[config.mk]
export PLATFORM = sky130hd
export DESIGN_NAME = rib_arb_xbar_flat
export DESIGN_NICKNAME = d
export VERILOG_FILES = /design/src/rtl/rib_arb_xbar_if.sv /design/src/rtl/rib_arb_xbar.sv /design/src/flat_wrapper.sv
export SDC_FILE = /design/constraint.sdc
export NUM_CORES = 1
export LEC_CHECK = 0
export CORE_AREA = 5 5 304 306
export CTS_CLUSTER_SIZE = 28
export DETAILED_ROUTE_END_ITERATION = 10
export DIE_AREA = 0 0 309 311
export PLACE_DENSITY = 0.34
export SYNTH_ARGS = -nofsm -noshare
export SYNTH_HDL_FRONTEND = slang
export SYNTH_SLANG_ARGS = --single-unit
[constraint.sdc]
create_clock -name clk -period 10.7 [get_ports clk]
set_input_delay 2.14 -clock clk [delete_from_list [all_inputs] [get_ports clk]]
set_output_delay 2.14 -clock clk [all_outputs]
set_load 0.03 [all_outputs]
[src/rtl/rib_arb_xbar_if.sv]
// Bus bundle between the RIB masters, the arbiter/crossbar and the slaves.
// master: driven by masters and slave read data; slave: the crossbar view.
interface rib_arb_xbar_if #(
  parameter int NUM_M  = 3,
  parameter int NUM_S  = 8,
  parameter int DATA_W = 32,
  parameter int ADDR_W = 32
);
  logic [NUM_M-1:0]        m_wr_req_i;
  logic [NUM_M-1:0]        m_wr_en_i;
  logic [NUM_M*ADDR_W-1:0] m_wr_addr_i;
  logic [NUM_M*DATA_W-1:0] m_wr_data_i;
  logic [NUM_M-1:0]        m_rd_req_i;
  logic [NUM_M*ADDR_W-1:0] m_rd_addr_i;
  logic [NUM_M*DATA_W-1:0] m_rd_data_o;
  logic [NUM_M-1:0]        m_hold_o;
  logic [NUM_S-1:0]        s_wr_en_o;
  logic [ADDR_W-1:0]       s_wr_addr_o;
  logic [DATA_W-1:0]       s_wr_data_o;
  logic [ADDR_W-1:0]       s_rd_addr_o;
  logic [NUM_S*DATA_W-1:0] s_rd_data_i;
  logic [NUM_M-1:0]        gnt_o;
  logic                    err_o;
  logic [ADDR_W-1:0]       err_addr_o;

  modport master (
    output m_wr_req_i, m_wr_en_i, m_wr_addr_i, m_wr_data_i,
    output m_rd_req_i, m_rd_addr_i, s_rd_data_i,
    input  m_rd_data_o, m_hold_o, s_wr_en_o, s_wr_addr_o,
    input  s_wr_data_o, s_rd_addr_o, gnt_o, err_o, err_addr_o
  );

  modport slave (
    input  m_wr_req_i, m_wr_en_i, m_wr_addr_i, m_wr_data_i,
    input  m_rd_req_i, m_rd_addr_i, s_rd_data_i,
    output m_rd_data_o, m_hold_o, s_wr_en_o, s_wr_addr_o,
    output s_wr_data_o, s_rd_addr_o, gnt_o, err_o, err_addr_o
  );
endinterface

[src/rtl/rib_arb_xbar.sv]
// NUM_M-master / NUM_S-slave RIB arbiter and shared-path crossbar.
// Ports: clk, rst_n (async low), bus (rib_arb_xbar_if.slave).
module rib_arb_xbar #(
  parameter int NUM_M    = 3,
  parameter int NUM_S    = 8,
  parameter int DATA_W   = 32,
  parameter int ADDR_W   = 32,
  parameter int SEL_LSB  = 28,
  parameter int ARB_MODE = 0,
  parameter int LOCK_MAX = 16
) (
  input  logic         clk,
  input  logic         rst_n,
  rib_arb_xbar_if.slave bus
);
  localparam int IW = $clog2(NUM_M);
  localparam int LW = (LOCK_MAX > 1) ? $clog2(LOCK_MAX) : 1;

  logic [IW-1:0]     owner, rr_ptr, gidx;
  logic              owner_valid, gvld;
  logic [LW-1:0]     lock_cnt;
  logic [NUM_M-1:0]  req, cand, gnt, oh_own;
  logic              others, lock_ok, keep, expired;
  int                rr_idx;
  logic              wr_req_g, wr_en_g, rd_req_g;
  logic [ADDR_W-1:0] wa, ra;
  logic [DATA_W-1:0] wd, rdat;
  logic [NUM_M*DATA_W-1:0] rdo;
  logic [NUM_S-1:0]  wen;
  logic [3:0]        wsel, rsel;
  logic              w_map, r_map, w_err, r_err;
  logic              err_q;
  logic [ADDR_W-1:0] err_addr_q;

  // Requests are masked in reset so strobes and grants drop at once.
  always_comb begin
    req     = rst_n ? (bus.m_wr_req_i | bus.m_rd_req_i) : '0;
    oh_own  = NUM_M'(1) << owner;
    others  = |(req & ~oh_own);
    lock_ok = lock_cnt < LW'(LOCK_MAX - 1);
    keep    = owner_valid & req[owner] & (~others | lock_ok);
    expired = owner_valid & req[owner] & others & ~lock_ok;
    // An owner whose lock ran out sits this round out.
    cand    = expired ? (req & ~oh_own) : req;
  end

  always_comb begin
    gidx   = '0;
    gvld   = 1'b0;
    rr_idx = 0;
    if (keep) begin
      gidx = owner;
      gvld = 1'b1;
    end else if (ARB_MODE == 1) begin
      for (int i = 0; i < NUM_M; i++)
        if (cand[i]) begin
          gidx = IW'(i);
          gvld = 1'b1;
        end
    end else begin
      for (int k = 0; k < NUM_M; k++) begin
        rr_idx = int'(rr_ptr) + k;
        if (rr_idx >= NUM_M) rr_idx = rr_idx - NUM_M;
        if (!gvld && cand[rr_idx]) begin
          gidx = IW'(rr_idx);
          gvld = 1'b1;
        end
      end
    end
    gnt = gvld ? (NUM_M'(1) << gidx) : '0;
  end

  always_comb begin
    wr_req_g = gvld & bus.m_wr_req_i[gidx];
    wr_en_g  = gvld & bus.m_wr_en_i[gidx];
    rd_req_g = gvld & bus.m_rd_req_i[gidx];
    wa = gvld ? bus.m_wr_addr_i[gidx*ADDR_W +: ADDR_W] : '0;
    ra = gvld ? bus.m_rd_addr_i[gidx*ADDR_W +: ADDR_W] : '0;
    wd = gvld ? bus.m_wr_data_i[gidx*DATA_W +: DATA_W] : '0;
    wsel  = wa[SEL_LSB +: 4];
    rsel  = ra[SEL_LSB +: 4];
    w_map = 1'b0;
    wen   = '0;
    for (int j = 0; j < NUM_S; j++)
      if (wsel == 4'(j)) begin
        w_map  = 1'b1;
        wen[j] = wr_req_g & wr_en_g;
      end
    r_map = 1'b0;
    rdat  = '0;
    for (int j = 0; j < NUM_S; j++)
      if (rsel == 4'(j)) begin
        r_map = 1'b1;
        rdat  = bus.s_rd_data_i[j*DATA_W +: DATA_W];
      end
    rdo = '0;
    if (rd_req_g) rdo[gidx*DATA_W +: DATA_W] = rdat;
    w_err = wr_req_g & wr_en_g & ~w_map;
    r_err = rd_req_g & ~r_map;
  end

  always_ff @(posedge clk or negedge rst_n) begin
    if (!rst_n) begin
      owner       <= '0;
      owner_valid <= 1'b0;
      rr_ptr      <= '0;
      lock_cnt    <= '0;
      err_q       <= 1'b0;
      err_addr_q  <= '0;
    end else begin
      owner_valid <= gvld;
      if (gvld) owner <= gidx;
      if (keep) begin
        if (lock_ok) lock_cnt <= lock_cnt + LW'(1);
      end else begin
        lock_cnt <= '0;
      end
      if (gvld && !keep)
        rr_ptr <= (int'(gidx) == NUM_M - 1) ? '0 : gidx + IW'(1);
      err_q <= w_err | r_err;
      if (w_err)      err_addr_q <= wa;
      else if (r_err) err_addr_q <= ra;
    end
  end

  assign bus.gnt_o       = gnt;
  assign bus.m_hold_o    = req & ~gnt;
  assign bus.s_wr_en_o   = wen;
  assign bus.s_wr_addr_o = wa;
  assign bus.s_wr_data_o = wd;
  assign bus.s_rd_addr_o = ra;
  assign bus.m_rd_data_o = rdo;
  assign bus.err_o       = err_q;
  assign bus.err_addr_o  = err_addr_q;
endmodule
[src/flat_wrapper.sv]
// flat-port wrapper written by rule: the top's interface ports become plain ports
module rib_arb_xbar_flat 
#(
  parameter int NUM_M    = 3,
  parameter int NUM_S    = 8,
  parameter int DATA_W   = 32,
  parameter int ADDR_W   = 32,
  parameter int SEL_LSB  = 28,
  parameter int ARB_MODE = 0,
  parameter int LOCK_MAX = 16
)
  (clk, rst_n, bus_m_wr_req_i, bus_m_wr_en_i, bus_m_wr_addr_i, bus_m_wr_data_i, bus_m_rd_req_i, bus_m_rd_addr_i, bus_s_rd_data_i, bus_m_rd_data_o, bus_m_hold_o, bus_s_wr_en_o, bus_s_wr_addr_o, bus_s_wr_data_o, bus_s_rd_addr_o, bus_gnt_o, bus_err_o, bus_err_addr_o);
  rib_arb_xbar_if #(.NUM_M(NUM_M), .NUM_S(NUM_S), .DATA_W(DATA_W), .ADDR_W(ADDR_W)) bus_i ();
  input  logic clk;
  input  logic rst_n;
  input wire logic [$bits(bus_i.m_wr_req_i)-1:0] bus_m_wr_req_i;
  input wire logic [$bits(bus_i.m_wr_en_i)-1:0] bus_m_wr_en_i;
  input wire logic [$bits(bus_i.m_wr_addr_i)-1:0] bus_m_wr_addr_i;
  input wire logic [$bits(bus_i.m_wr_data_i)-1:0] bus_m_wr_data_i;
  input wire logic [$bits(bus_i.m_rd_req_i)-1:0] bus_m_rd_req_i;
  input wire logic [$bits(bus_i.m_rd_addr_i)-1:0] bus_m_rd_addr_i;
  input wire logic [$bits(bus_i.s_rd_data_i)-1:0] bus_s_rd_data_i;
  output wire logic [$bits(bus_i.m_rd_data_o)-1:0] bus_m_rd_data_o;
  output wire logic [$bits(bus_i.m_hold_o)-1:0] bus_m_hold_o;
  output wire logic [$bits(bus_i.s_wr_en_o)-1:0] bus_s_wr_en_o;
  output wire logic [$bits(bus_i.s_wr_addr_o)-1:0] bus_s_wr_addr_o;
  output wire logic [$bits(bus_i.s_wr_data_o)-1:0] bus_s_wr_data_o;
  output wire logic [$bits(bus_i.s_rd_addr_o)-1:0] bus_s_rd_addr_o;
  output wire logic [$bits(bus_i.gnt_o)-1:0] bus_gnt_o;
  output wire logic [$bits(bus_i.err_o)-1:0] bus_err_o;
  output wire logic [$bits(bus_i.err_addr_o)-1:0] bus_err_addr_o;
  assign bus_i.m_wr_req_i = bus_m_wr_req_i;
  assign bus_i.m_wr_en_i = bus_m_wr_en_i;
  assign bus_i.m_wr_addr_i = bus_m_wr_addr_i;
  assign bus_i.m_wr_data_i = bus_m_wr_data_i;
  assign bus_i.m_rd_req_i = bus_m_rd_req_i;
  assign bus_i.m_rd_addr_i = bus_m_rd_addr_i;
  assign bus_i.s_rd_data_i = bus_s_rd_data_i;
  assign bus_m_rd_data_o = bus_i.m_rd_data_o;
  assign bus_m_hold_o = bus_i.m_hold_o;
  assign bus_s_wr_en_o = bus_i.s_wr_en_o;
  assign bus_s_wr_addr_o = bus_i.s_wr_addr_o;
  assign bus_s_wr_data_o = bus_i.s_wr_data_o;
  assign bus_s_rd_addr_o = bus_i.s_rd_addr_o;
  assign bus_gnt_o = bus_i.gnt_o;
  assign bus_err_o = bus_i.err_o;
  assign bus_err_addr_o = bus_i.err_addr_o;
  rib_arb_xbar #(.NUM_M(NUM_M), .NUM_S(NUM_S), .DATA_W(DATA_W), .ADDR_W(ADDR_W), .SEL_LSB(SEL_LSB), .ARB_MODE(ARB_MODE), .LOCK_MAX(LOCK_MAX)) u_core (.clk(clk), .rst_n(rst_n), .bus(bus_i));
endmodule
# Yosys cells after proc, flatten, opt, wreduce, memory -nomap -nowiden
# Index checks and enable logic that the tools add are counted.
totals:
  out_inout_bits: 239
  register_bits: 42
  word_cells: 155
op_classes:
  n_shift: 7
  n_eq_ne: 16
  n_reduce_logical: 10
  n_addsub: 8
  bitwise: 22
  mux: 77
  n_lt_le_gt_ge: 9
op_table:
  columns: ["op", "n"]
  rows:
  - ["2-to-1 mux 32 bit", 19]
  - ["variable part select 96 x 8 -> 32 bit", 3]
  - ["AND 96 bit", 1]
  - ["< comparator 32 x 4 -> 1 bit (second input constant)", 3]
  - ["2-to-1 mux 96 bit", 1]
  - ["variable shift 32 x 34 -> 96 bit (first input constant)", 1]
  - ["variable part select 32 x 34 -> 96 bit", 1]
  - ["greater-or-equal comparator 32 x 3 -> 1 bit (second input constant)", 2]
  - ["subtractor 32 x 3 -> 32 bit (second input constant)", 2]
  - ["2-to-1 mux 1 bit", 40]
  - ["negator 7 -> 34 bit", 1]
  - ["== test 4 x 3 -> 1 bit (second input constant)", 8]
  - ["== test 4 x 2 -> 1 bit (second input constant)", 4]
  - ["binary-select mux 1 bit (select 2 bit)", 7]
  - ["AND 1 bit", 10]
  - ["2-to-1 mux 2 bit", 5]
  - ["2-to-1 mux 3 bit", 3]
  - ["== test 4 x 1 -> 1 bit (second input constant)", 2]
  - ["zero test 4 bit", 2]
  - ["2-to-1 mux 4 bit", 2]
  - ["AND 3 bit", 2]
  - ["< comparator 2 x 3 -> 1 bit (second input constant)", 2]
  - ["inverter 3 bit", 2]
  - ["left shift 1 x 2 -> 3 bit (first input constant)", 2]
  - ["other kinds (16)", 24]

# Longest topological paths before layout
depth:
  word_depth: 36
  ltp_mapped: 21
  depth_no_buf: 15

# Least setup slack after synthesis
# No wires, ideal clock.
synth_timing:
  kind: "input to output"
  from: "in rst_n"
  to: "out bus_m_rd_data_o[20]"
  path_slack_ns: 2.094
  arrival_time_ns: 6.466
  stages: 17
  n_path_buf: 7
  cell_sequence: "nand3b_1 -> o41a_1 -> and2_1 -> a311oi_1 -> o32a_1 -> a221o_1 -> buf_6 -> buf_6 -> buf_6 -> buf_2 -> buf_1 -> buf_1 -> ha_1 -> and2_1 -> nand3_1 -> clkbuf_1 -> a211oi_1"
synth_via:
  elab_chain_cells: 34
  word_cells_on_any_way: 61
synth_rtl:
  columns: ["item", "line", "source"]
  rows:
  - ["start, declared", "flat_wrapper.sv:15", "input logic rst_n;"]
  - ["2-to-1 mux 3 bit (*)", "rib_arb_xbar.sv:37", "req = rst_n ? (bus.m_wr_req_i | bus.m_rd_req_i) : '0;"]
  - ["binary-select mux 1 bit (select 2 bit)", "rib_arb_xbar.sv:41, rib_arb_xbar.sv:42", null]
  - ["2-to-1 mux 1 bit (implied by the code)", "rib_arb_xbar.sv:41, rib_arb_xbar.sv:42", null]
  - ["AND 1 bit", "rib_arb_xbar.sv:41, rib_arb_xbar.sv:42", null]
  - ["AND 1 bit (2 in a row)", "rib_arb_xbar.sv:42", "expired = owner_valid & req[owner] & others & ~lock_ok;"]
  - ["2-to-1 mux 3 bit", "rib_arb_xbar.sv:44", "cand = expired ? (req & ~oh_own) : req;"]
  - ["binary-select mux 1 bit (select 2 bit)", "rib_arb_xbar.sv:64", "if (!gvld && cand[rr_idx]) begin"]
  - ["2-to-1 mux 1 bit (implied by the code) (2 in a row)", "rib_arb_xbar.sv:64", null]
  - ["(+9 left out)", null, null]
  - ["2-to-1 mux 2 bit", "rib_arb_xbar.sv:51", "if (keep) begin"]
  - ["variable part select 96 x 8 -> 32 bit", "rib_arb_xbar.sv:78", "ra = gvld ? bus.m_rd_addr_i[gidx*ADDR_W +: ADDR_W] : '0;"]
  - ["2-to-1 mux 32 bit", "rib_arb_xbar.sv:78", null]
  - ["zero test 4 bit", "rib_arb_xbar.sv:92", "if (rsel == 4'(j)) begin"]
  - ["2-to-1 mux 32 bit (8 in a row)", "rib_arb_xbar.sv:92", null]
  - ["variable part select 32 x 34 -> 96 bit", "rib_arb_xbar.sv:97", "if (rd_req_g) rdo[gidx*DATA_W +: DATA_W] = rdat;"]
  - ["AND 96 bit (no line)", null, null]
  - ["2-to-1 mux 96 bit (*)", "rib_arb_xbar.sv:97", null]
  - ["end, declared", "flat_wrapper.sv:23", "output wire logic [$bits(bus_i.m_rd_data_o)-1:0] bus_m_rd_data_o;"]
# Every way passes the cells marked *; elsewhere a longest branch is shown, timed or not. The select of a mux whose other input is x is not followed.

# Final worst setup path
layout_timing:
  from: "in bus_m_rd_req_i[1]"
  to: "out bus_m_rd_data_o[36]"
layout_via:
  elab_chain_cells: 35
  word_cells_on_any_way: 62
layout_rtl:
  columns: ["item", "line", "source"]
  rows:
  - ["start, declared", "flat_wrapper.sv:20", "input wire logic [$bits(bus_i.m_rd_req_i)-1:0] bus_m_rd_req_i;"]
  - ["bitwise OR 3 bit", "rib_arb_xbar.sv:37", null]
  - ["2-to-1 mux 3 bit", "rib_arb_xbar.sv:37", null]
  - ["binary-select mux 1 bit (select 2 bit)", "rib_arb_xbar.sv:41, rib_arb_xbar.sv:42", null]
  - ["2-to-1 mux 1 bit (implied by the code)", "rib_arb_xbar.sv:41, rib_arb_xbar.sv:42", null]
  - ["AND 1 bit", "rib_arb_xbar.sv:41, rib_arb_xbar.sv:42", null]
  - ["AND 1 bit (2 in a row)", "rib_arb_xbar.sv:42", null]
  - ["2-to-1 mux 3 bit", "rib_arb_xbar.sv:44", null]
  - ["binary-select mux 1 bit (select 2 bit)", "rib_arb_xbar.sv:64", null]
  - ["(+11 left out)", null, null]
  - ["2-to-1 mux 2 bit", "rib_arb_xbar.sv:51", null]
  - ["variable part select 96 x 8 -> 32 bit", "rib_arb_xbar.sv:78", null]
  - ["2-to-1 mux 32 bit", "rib_arb_xbar.sv:78", null]
  - ["zero test 4 bit", "rib_arb_xbar.sv:92", null]
  - ["2-to-1 mux 32 bit (8 in a row)", "rib_arb_xbar.sv:92", null]
  - ["variable part select 32 x 34 -> 96 bit", "rib_arb_xbar.sv:97", null]
  - ["AND 96 bit (no line)", null, null]
  - ["2-to-1 mux 96 bit (*)", "rib_arb_xbar.sv:97", null]
# Marked as above.

==> flow_summary.yaml <==
timing:
  hold_viol: 0
  slew_headroom_pct: 36.9
  skew_ns: 0.0156
  setup_tns_ns: 0
  slew_violations: 0
  final.setup.worst_slack_ns: 0.925
  max_freq_ghz: 0.102
  period_share_pct: 91.4
  tightest_slew_ns: 0.946
  post-route-min-period_ns: 9.78
  rsz0062_at_grt: "no"
  finalSetupViolations: 0
global_routing:
  grt_max_degree: 91
  grtUsageTotal_pct: 14.5
  grt_first_pass_wirelength_um: 101000
  antenna_found_initial: 18
  grt_pass1_vias: 12478
  grt_remaining_overflow: 0
floorplanning:
  initial_core_util_pct: 8.90
  core_area_um2: 89300
  ios: 794
  rows: 110
  die_w_um: 309
  die_y_um: 311
  die_area_um2: 96100
cells_and_area:
  synthToLayoutAreaGrowth_pct: 119
  nets: 2389
  post-route-util_pct: 19.5
  drive_above_1_share_pct: 7.60
  layout_commonest_cell: "clkdlybuf4s50_1"
  final_cell_mix: "clkdlybuf4s50_1 (792), nor2_1 (199), mux2i_1 (147)"
  instances_no_fill: 3014
clock_tree:
  cts_hold_buf: 0
  clk_pin_slew_ns: 0.06
  cts_tree: "built"
  worstSkewPairLatency_ns: 0.31
  cts-htree-levels: 2
  cts_resized: 0
  cts_buffer_depth: 2
  cts_sinks: 42
  root_buffer: "clkbuf_16"
  cts_setup_buffers: 0
  numCtsBuffers: 5
critical_path:
  crit_buf_inv: 3
  crit_slowest_cell: "a221o_4"
  critical_path_class: "in -> out"
  max_stage_delay_ns: 0.62
  cp-start-kind: "primary input"
  worst_ep_required_time_ns: 8.56
  path_max_fanout: 40
  cp.arrival_ns: 7.64
  critPathCaptureType: "output pin"
  crit_family: "compound AO/OA/AOI/OAI gates"
  crit_chain: "clkdlybuf4s50_1 -> nor3_2 -> a211oi_1 -> a2111oi_0 -> a311oi_1 -> o32a_1 -> a221o_4 -> nor2_1 -> a21o_4 -> buf_12 -> mux2_2 -> a222oi_1 -> a21o_1 -> nor2_1 -> clkdlybuf4s50_1"
placed_design:
  port_buffers: 793
  dpl.hpwl_um: 65000
  dpl_worst_slack_ns: 0.921
  gp_congestion: 0.897
  dp_cells: 2997
status:
  status: "finished, final reports clean"
drt:
  ant_nets: 0
  wl_per_cell_um: 24.9
  wl_um: 75100
  num_vias: 11858
  drc_errors: 0
  routed_via_density: 3.93
  drtPass1Iterations: 8
  drt_iter0_markers: 761
yosys:
  netlist_top_cells_area: "mux2i_1 (19%), dfrtp_1 (13%), a211oi_1 (11%)"
  synth_seq_area_share_pct: 13.2
  synthCells: 1093
  synth-async-reset-ratio_pct: 100
  yosysUniqueCellTypes: 70
  synth_area_um2: 7950
  ys.warnings.count: 0
  synth_area_leader_cell: "mux2i_1"
  synth-seq-cells: 42
  syn_nets: 1654
  synth-edff-count: 0
  ys.flop_type: "dfrtp_1"
  synth_top_area_share_pct: 18.5
  syn_area_per_cell_um2: 7.28
hold_path:
  min_path_type: "reg -> reg"
run:
  maxCapViolations: 0
worst register-to-register path, cell delays in order (launching register included):
cell      delay, ns
dfrtp_1        0.40
ha_1           0.26
nand4_1        0.17
a211oi_1       0.45
a211oi_1       0.18
a22o_1         0.31
nor3_2         0.36
a21o_4         0.35
buf_4          0.78
nand2_1        0.12
a31oi_1        0.64
nor2b_4        0.83
buf_4          0.49
nand2_1        0.14
o21ai_1        0.11
final timing paths:
kind,from,to,slack [ns],cells after the start
min in group asynchronous,rst_n,u_core.lock_cnt[3],2.17,2
min reg2reg,u_core.bus.err_addr_o[31],u_core.bus.err_addr_o[31],0.49,1
max in group asynchronous,rst_n,u_core.bus.err_addr_o[14],8.06,2
min,u_core.bus.err_addr_o[31],u_core.bus.err_addr_o[31],0.49,1
max,bus_m_rd_req_i[1],bus_m_rd_data_o[36],0.92,15
max reg2reg,u_core.lock_cnt[1],u_core.bus.err_addr_o[19],5.07,14
layer usage:
layer | global-route usage (%) | share of wire (%)
met1 | 17.1 | 40
met2 | 26.5 | 50
met3 | 4.27 | 8.0
met4 | 2.06 | 1.5
met5 | 0 | 0.12
flip-flops by register name (all words and copies together) (netlist names):
| name | flops |
|---|---|
| u_core.rr_ptr | 2 |
| u_core.owner_valid | 1 |
| u_core.lock_cnt | 4 |
| u_core.owner | 2 |
| u_core.bus.err_addr_o | 32 |
| u_core.bus.err_o | 1 |
cell type report:
class | instances | area (um2)
Inverter | 14 | 55.1
Multi-Input combinational cell | 934 | 6380
Clock inverter | 2 | 37.5
Antenna cell | 9 | 22.5
Clock buffer | 6 | 129
Sequential cell | 42 | 1050
Timing Repair Buffer | 831 | 8280
Fill cell | 9969 | 71900
Tap cell | 1176 | 1470
logic make-up (layout without fill, tap and decap cells):
kind of cell               count (synthesis)  in the layout  share of synthesized area (%)
xor gates and xnor gates                   1              1                          0.110
muxes                                    178            178                           22.9
buffers and inverters                    117            853                           7.39
AOI/OAI and AO/OA                        323            323                           32.1
and+or+nand+nor                          426            426                           23.3
adders and majority gates                  6              6                          0.944
DFF                                       42             42                           13.2
other                                      0              9                              0
synthesized netlist by cell type (all sizes together) (3+ instances only):
cell type and n:
nor2 201, a2111oi 4, mux2i 147, nor3b 3, and2 9, a31o 28, nand2b 6, o2bb2ai 18
a21o 23, a32o 3, ha 6, a222oi 26, nor4 5, buf 67, a22o 4, a221o 6
clkbuf 36, mux2 31, a211oi 116, and3 29, o21ai 46, o211ai 3, dfrtp 42, a31oi 13
inv 14, nand3 11, a21oi 18, nor3 8, nand2 135, nor2b 7
through the flow:
stage	instance area [um2]	hold WS (ns)
2_1_floorplan	7950	0.476
3_3_place_gp	17200	0.459
3_5_place_dp	17200	0.466
4_1_cts	17400	0.494
5_1_grt	17400	0.532
6_report	17400	0.486
Power is not shown: default switching activity piles up to over one toggle a cycle in this logic, so the estimate is an artifact.
